### src/rtl/em_stage_reg_pkg.sv
// Shared pipeline package: forward-data op codes, the Tnew "no result" code
// and the default reset PC. The CU blocks and the E/M and M/W stage
// registers all use these.
package em_stage_reg_pkg;

   // Source of the value a stage forwards back to D/E
   localparam logic [1:0] FW_OP_ALU  = 2'b00;
   localparam logic [1:0] FW_OP_MEM  = 2'b01;
   localparam logic [1:0] FW_OP_PC8  = 2'b10;
   localparam logic [1:0] FW_OP_NONE = 2'b11;

   // Tnew code for an instruction that produces no register result
   localparam logic [1:0] TNEW_NONE  = 2'b11;

   localparam logic [31:0] RESET_PC_DEFAULT = 32'h0000_3000;

   // Tnew one stage later. Saturates at 0: a result that is already
   // available stays available.
   function automatic logic [1:0] tnew_next(input logic [1:0] t);
      return (t == 2'd0) ? 2'd0 : t - 2'd1;
   endfunction

endpackage

### src/rtl/em_stage_reg_fw_data_sel.sv
// fw_data_sel: picks the value a pipeline stage forwards back to D/E and
// says whether it is usable this cycle. Shared by the M and W stages.
//   i_op    forward-data op code of the stage's instruction
//   i_addr  destination register (0 = no write)
//   i_tnew  cycles until the result exists in this stage
//   i_alu   ALU result held by the stage
//   i_pc    PC held by the stage (link value is PC+8)
//   o_data  forward value (0 when the source is not available here)
//   o_valid 1 = o_data may be selected by the forwarding muxes
module fw_data_sel
   import em_stage_reg_pkg::*;
(
   input  logic [1:0]  i_op,
   input  logic [4:0]  i_addr,
   input  logic [1:0]  i_tnew,
   input  logic [31:0] i_alu,
   input  logic [31:0] i_pc,
   output logic [31:0] o_data,
   output logic        o_valid
);

   always_comb begin
      o_data = 32'd0;
      case (i_op)
         FW_OP_ALU: o_data = i_alu;
         FW_OP_PC8: o_data = i_pc + 32'd8;   // wraps modulo 2^32
         default:   o_data = 32'd0;          // memory data not here yet / none
      endcase
   end

   assign o_valid = (i_addr != 5'd0) && (i_tnew == 2'd0) &&
                    (i_op != FW_OP_MEM) && (i_op != FW_OP_NONE);

endmodule

### src/rtl/em_stage_reg.sv
// em_stage_reg: E->M pipeline register with forwarding tags.
//   clk, reset       clock; asynchronous active-high reset
//   en, flush        capture enable (0 = stall); flush loads a bubble
//   E_*              values of the instruction currently in E
//   M_*              registered copies for the M stage
//   M_fw_data        forward value sourced from M (combinational)
//   M_fw_valid       1 = M_fw_data usable by D/E forwarding this cycle
module em_stage_reg
   import em_stage_reg_pkg::*;
#(
   parameter logic [31:0] RESET_PC = RESET_PC_DEFAULT
)(
   input  logic        clk,
   input  logic        reset,
   input  logic        en,
   input  logic        flush,
   input  logic [31:0] E_pc,
   input  logic [31:0] E_instr,
   input  logic [31:0] E_alu_out,
   input  logic [31:0] E_rt_data,
   input  logic [4:0]  E_fw_addr,
   input  logic [1:0]  E_fw_data_op,
   input  logic [1:0]  E_tnew,
   output logic [31:0] M_pc,
   output logic [31:0] M_instr,
   output logic [31:0] M_alu_out,
   output logic [31:0] M_rt_data,
   output logic [4:0]  M_fw_addr,
   output logic [1:0]  M_fw_data_op,
   output logic [1:0]  M_tnew,
   output logic [31:0] M_fw_data,
   output logic        M_fw_valid
);

   // An instruction with no result (either tag says so) is normalised to
   // the bubble tags so downstream stages see one canonical "no forward".
   logic w_no_result;
   assign w_no_result = (E_tnew == TNEW_NONE) || (E_fw_data_op == FW_OP_NONE);

   always_ff @(posedge clk or posedge reset) begin
      if (reset) begin
         M_pc         <= RESET_PC;
         M_instr      <= 32'd0;
         M_alu_out    <= 32'd0;
         M_rt_data    <= 32'd0;
         M_fw_addr    <= 5'd0;
         M_fw_data_op <= FW_OP_NONE;
         M_tnew       <= 2'd0;
      end else if (flush) begin
         M_pc         <= RESET_PC;
         M_instr      <= 32'd0;
         M_alu_out    <= 32'd0;
         M_rt_data    <= 32'd0;
         M_fw_addr    <= 5'd0;
         M_fw_data_op <= FW_OP_NONE;
         M_tnew       <= 2'd0;
      end else if (en) begin
         M_pc         <= E_pc;
         M_instr      <= E_instr;
         M_alu_out    <= E_alu_out;
         M_rt_data    <= E_rt_data;
         // E_fw_addr==0 already yields 0, so only the no-result case needs care
         M_fw_addr    <= w_no_result ? 5'd0       : E_fw_addr;
         M_fw_data_op <= w_no_result ? FW_OP_NONE : E_fw_data_op;
         M_tnew       <= w_no_result ? 2'd0       : tnew_next(E_tnew);
      end
      // en=0: hold everything, Tnew does not count down during a stall
   end

   fw_data_sel u_fw_sel (
      .i_op    (M_fw_data_op),
      .i_addr  (M_fw_addr),
      .i_tnew  (M_tnew),
      .i_alu   (M_alu_out),
      .i_pc    (M_pc),
      .o_data  (M_fw_data),
      .o_valid (M_fw_valid)
   );

endmodule

### config.mk
export PLATFORM = sky130hd
export DESIGN_NAME = em_stage_reg
export DESIGN_NICKNAME = d
export VERILOG_FILES = /design/src/rtl/em_stage_reg_pkg.sv /design/src/rtl/em_stage_reg_fw_data_sel.sv /design/src/rtl/em_stage_reg.sv
export SDC_FILE = /design/constraint.sdc
export NUM_CORES = 1
export LEC_CHECK = 0
export ABC_AREA = 1
export CORE_ASPECT_RATIO = 0.8
export CORE_MARGIN = 5
export CORE_UTILIZATION = 36
export DETAILED_ROUTE_END_ITERATION = 12
export GPL_TIMING_DRIVEN = 1
export PLACE_DENSITY = 0.74
export REMOVE_ABC_BUFFERS = 1
export SYNTH_ARGS = -nofsm -noshare
export SYNTH_HDL_FRONTEND = slang
export SYNTH_SLANG_ARGS = --single-unit
### constraint.sdc
create_clock -name clk -period 4.4 [get_ports clk]
set_input_delay 0.88 -clock clk [delete_from_list [all_inputs] [get_ports clk]]
set_output_delay 0.88 -clock clk [all_outputs]
set_load 0.05 [all_outputs]
Word level (Yosys, flattened, before mapping)
Index checks and enable logic that the tools add are counted.
{"block": "totals", "output_inout_bits": 170, "register_bits": 137, "input_bits": 141}
{"block": "op_classes", "addsub": 2, "reduce_logical": 9, "muxes": 19, "n_eq_ne": 5}
{"cell": "2-to-1 mux 32 bit", "count": 8}
{"cell": "one-hot mux 32 bit (2 select lines)", "count": 1}
{"cell": "adder 32 x 4 -> 32 bit, second input constant", "count": 1}
{"cell": "2-to-1 mux 5 bit", "count": 3}
{"cell": "2-to-1 mux 2 bit", "count": 7}
{"cell": "equality test 2 bit, second input constant", "count": 3}
{"cell": "zero test 2 bit", "count": 3}
{"cell": "nonzero test 5 bit", "count": 1}
{"cell": "logical AND 1 bit", "count": 3}
{"cell": "inequality test 2 x 1 -> 1 bit, second input constant", "count": 1}
{"cell": "inequality test 2 bit, second input constant", "count": 1}
{"cell": "nonzero test 2 bit", "count": 1}
{"cell": "subtractor 2 x 1 -> 2 bit, second input constant", "count": 1}
{"cell": "logical OR 1 bit", "count": 1}

Depth between registers and ports, before layout
{"block": "logic_depth", "ltp_word": 5, "mapped_depth": 9, "mapped_depth_nobuf": 9}

Hierarchy
A second synthesis with hierarchy kept.
{"block": "hier_totals", "cells_unflattened": 873, "hier_area_um2": 6752.7}
{"mod": "em_stage_reg", "seq_area_each_um2": 3433.3, "n_inst": 1, "area_per_inst_um2": 5485.3, "cells_per_inst": 609}
{"mod": "fw_data_sel", "seq_area_each_um2": 0.0, "n_inst": 1, "area_per_inst_um2": 1267.5, "cells_per_inst": 264}

Worst setup path after synthesis
No wires, ideal clock.
{"block": "synth_path", "kind": "register to output", "from": "reg M_fw_data_op[1]", "to": "out M_fw_data[15]", "n_path_buf": 1, "path_stages_with_launch": 5, "arrival_ns": 2.067, "required_time_ns": 3.520, "setup_slack_ns": 1.453, "cell_sequence": "dfstp_2 -> nor2_2 -> inv_1 -> buf_2 -> o21ai_0"}
{"block": "synth_between", "elab_chain_len": 2, "elab_cells_between_ends": 3}
{"item": "start: declaration", "line_no": "em_stage_reg.sv:29", "source": "output logic [1:0] M_fw_data_op,"}
{"item": "start signal: assignment", "line_no": "em_stage_reg.sv:64", "source": "M_fw_data_op <= w_no_result ? FW_OP_NONE : E_fw_data_op;"}
{"item": "equality test 2 bit / zero test 2 bit (equally long branches)", "line_no": "em_stage_reg_fw_data_sel.sv:24", "source": "case (i_op)"}
{"item": "one-hot mux 32 bit (2 select lines) *", "line_no": "em_stage_reg_fw_data_sel.sv:24"}
{"item": "end: declaration", "line_no": "em_stage_reg.sv:31", "source": "output logic [31:0] M_fw_data,"}
Mark *: on every way between the ends. The rest lies on a longest branch, timed or not.

Worst setup path in the final report
{"block": "layout_path", "from": "reg M_fw_data_op[1]", "to": "out M_fw_data[7]"}
Same word-level chain as after synthesis.

==> impl_metrics.yaml <==
critical_path:
  critPathArrivalTime_ps: 2990
  cp_top_family: "buffers and inverters"
  start_kind: "flip-flop"
  path_buf_inv: 4
  required_ps: 3520
  crit_type: "flip-flop to primary output"
  reg2reg_depth: 2
  crit_path_end_kind: "primary output"
  cp_max_fo: 24
  crit_chain: "inv_1 -> nor2_4 -> buf_4 -> clkinv_1 -> a21oi_1 -> o21ai_0 -> o21ai_0 -> clkdlybuf4s50_1"
  crit_start: "M_fw_data_op[1]$_DFFE_PP1P_"
  r2r_start: "M_fw_data_op[0]$_DFFE_PP1P_"
  max_stage_delay_ps: 830
  cpMostUsedCell: "o21ai_0"
  path_depth: 8
  slowest_stage: "clkdlybuf4s50_1"
logic_synthesis:
  synth.most_common_cell: "nand2_1"
  synth_top_area_frac: 0.543
  yosysSeqAreaShare: 0.560
  synthArstFlopShare: 1.00
  ys_warn_count: 0
  synth_edf_count: 0
  synth_seq_cells: 137
  syn_area_sq_um: 6130
  synth_cells: 660
  synth.distinct_cells: 26
  netlist_top_cells_count: "153 x nand2_1, 133 x dfrtp_1, 82 x a22o_1"
  ys.flop_type: "dfrtp_1"
  synth_area_leaders: "dfrtp_1 54%, a22o_1 12%, nand2_1 9.4%, o21ai_0 5.5%, inv_1 3.9%"
  syn_avg_cell_area_sq_um: 9.29
  synth_top_cell_by_area: "dfrtp_1"
grt:
  grt_max_degree: 90
  busiest_layer: "met2"
  grtUsageMet2: 0.353
  grt_pass1_vias: 6201
  antenna_found_initial: 0
  grt.met3_usage: 0.0756
  grtUsageTotal: 0.223
  gr-usage-met1: 0.288
  grt_pass1_wl_microns: 34600
  grt_overflow: 0
drt:
  remaining_drc_errors: 0
  dr.pass1.iters: 5
  drt_wl_total_microns: 22200
  drtIter0Drc: 399
  wl_per_cell_microns: 18.5
  vias_per_cell: 4.97
  ant_nets: 0
  vias: 5950
sta:
  finalHoldViolations: 0
  setup_viol: 0
  max_freq_ghz: 0.258
  rsz0062_at_grt: "no"
  slew_headroom: 0.356
  finalSetupTns_ps: 0
  finalCriticalPeriod_ps: 3870
  tightest_slew_ps: 965
  skew_ps: 0
  layout_worst_path_cycle_share: 0.880
  drv_slew: 0
  holdWs_ps: 502
cts:
  cts_setup_buffers: 0
  cts.reportedPaths.clkPinSlew_ps: 70
  hold_buffers: 0
  cts_resized: 0
  clock_path_buffers: 2
  cts_root_buf: "clkbuf_16"
  numCtsBuffers: 17
  htree_levels: 4
  cts_tree: "built"
  cts.sinks: 137
  clk_latency_ps: 420
hold_path:
  hp-class: "flip-flop to flip-flop"
  min_from: "M_pc[12]$_DFFE_PP1P_"
  hold_path_depth: 2
placed_design:
  io_buffer_count: 310
  dpl.hpwl_microns: 16500
  placedInstanceArea_sq_um: 9430
  place.gp.congestion: 0.854
run_status:
  status: "finished, final reports clean"
finish:
  finalNetCount: 1107
  n_antenna_cell: 0
  areaGrowthSynthToFinish_pct: 63.7
  fin_area_sq_um: 10000
  drive_gt1_frac: 0.0624
pwr:
  power.density_nw_per_um2: 360
  p_leak_uw: 0.00430
  total_power_uw: 3620
  ir_worst_vdd_v: 0.000269
floorplanning:
  die_area_sq_um: 19800
  rows: 42
  fp.dieW_microns: 156
  fp.dieH_microns: 127
  start_util: 0.368
  core-area_sq_um: 16700
  ioPinCount: 311
job:
  drv_cap: 0
-- metal layers --
layer	routed length, microns	part of all wire
met1	9100	0.41
met2	10300	0.46
met3	2230	0.10
met4	535	0.024
met5	0	0
-- placed cells by master (no fill, tap or decap), types with 2 or more instances in the layout --
cell type	synthesis	layout
a21oi_1	9	9
a22o_1	82	82
a32o_1	3	3
buf_4	2	7
bufinv_16	0	3
clkbuf_16	0	17
clkdlybuf4s50_1	0	310
clkinv_2	0	2
clkinv_4	0	3
clkinvlp_4	0	2
dfrtp_1	133	133
dfstp_2	4	4
inv_1	64	63
inv_6	0	4
nand2_1	153	153
nand2_2	2	2
nand3_1	39	39
nor2_1	40	40
nor2_2	5	5
nor2_4	8	8
o21ai_0	68	68
o21ai_1	3	3
o22ai_1	7	7
-- registers in the layout, summed over array words and instances, names as in the netlist --
signal / cells
M_fw_data_op: 2
M_rt_data: 32
M_fw_addr: 5
M_instr: 32
M_pc: 32
M_alu_out: 32
M_tnew: 2
-- path summary, 6_finish.rpt --
path	to	slack [ps]
worst max register to register	M_fw_data_op[0]$_DFFE_PP1P_	3540
min in group asynchronous	M_alu_out[24]$_DFFE_PP0P_	960
max in group asynchronous	M_pc[12]$_DFFE_PP1P_	2620
worst min-delay path	M_pc[12]$_DFFE_PP1P_	500
worst max-delay path	M_fw_data[7]	530
worst min register to register	M_pc[12]$_DFFE_PP1P_	500
-- worst reg2reg max path, stage by stage, from the launching register on --
cell and delay [ps]:
dfstp_2 580, inv_1 70, a21oi_1 130
-- metrics by stage --
step                      setup WS [ps]   util  std cells
after floorplan                    -141      -        628
after global placement             1050  0.566       1166
after detailed placement           1010  0.566       1166
after CTS                           552  0.603       1198
after global routing                319  0.603       1198
final                               529  0.603       1198
-- cells by family (layout without fill, tap and decap cells) --
logic type | Yosys count | in the layout | share of synthesized area
compound gates | 172 | 172 | 0.194
buf+inv | 98 | 416 | 0.0663
fa+ha+maj | 1 | 1 | 0.00204
simple gates | 252 | 252 | 0.178
flops | 137 | 137 | 0.560
-- final cells by class --
| cell class | count | area, sq um |
|---|---|---|
| Tap cell | 220 | 275 |
| Multi-Input combinational cell | 425 | 2290 |
| Clock inverter | 13 | 168 |
| Sequential cell | 137 | 3430 |
| Inverter | 66 | 253 |
| Clock buffer | 19 | 443 |
| Timing Repair Buffer | 318 | 3180 |
| Fill cell | 1424 | 6620 |
-- power breakdown --
group | internal [uW] | leakage, uW | total [uW] | switching, uW
sequential | 1330 | 0.00181 | 1390 | 59.2
clock | 913 | 0.000294 | 1480 | 569
combinational | 291 | 0.00219 | 746 | 455
total | 2540 | 0.00430 | 3620 | 1080
No activity file was read; power rests on OpenSTA's default activity.
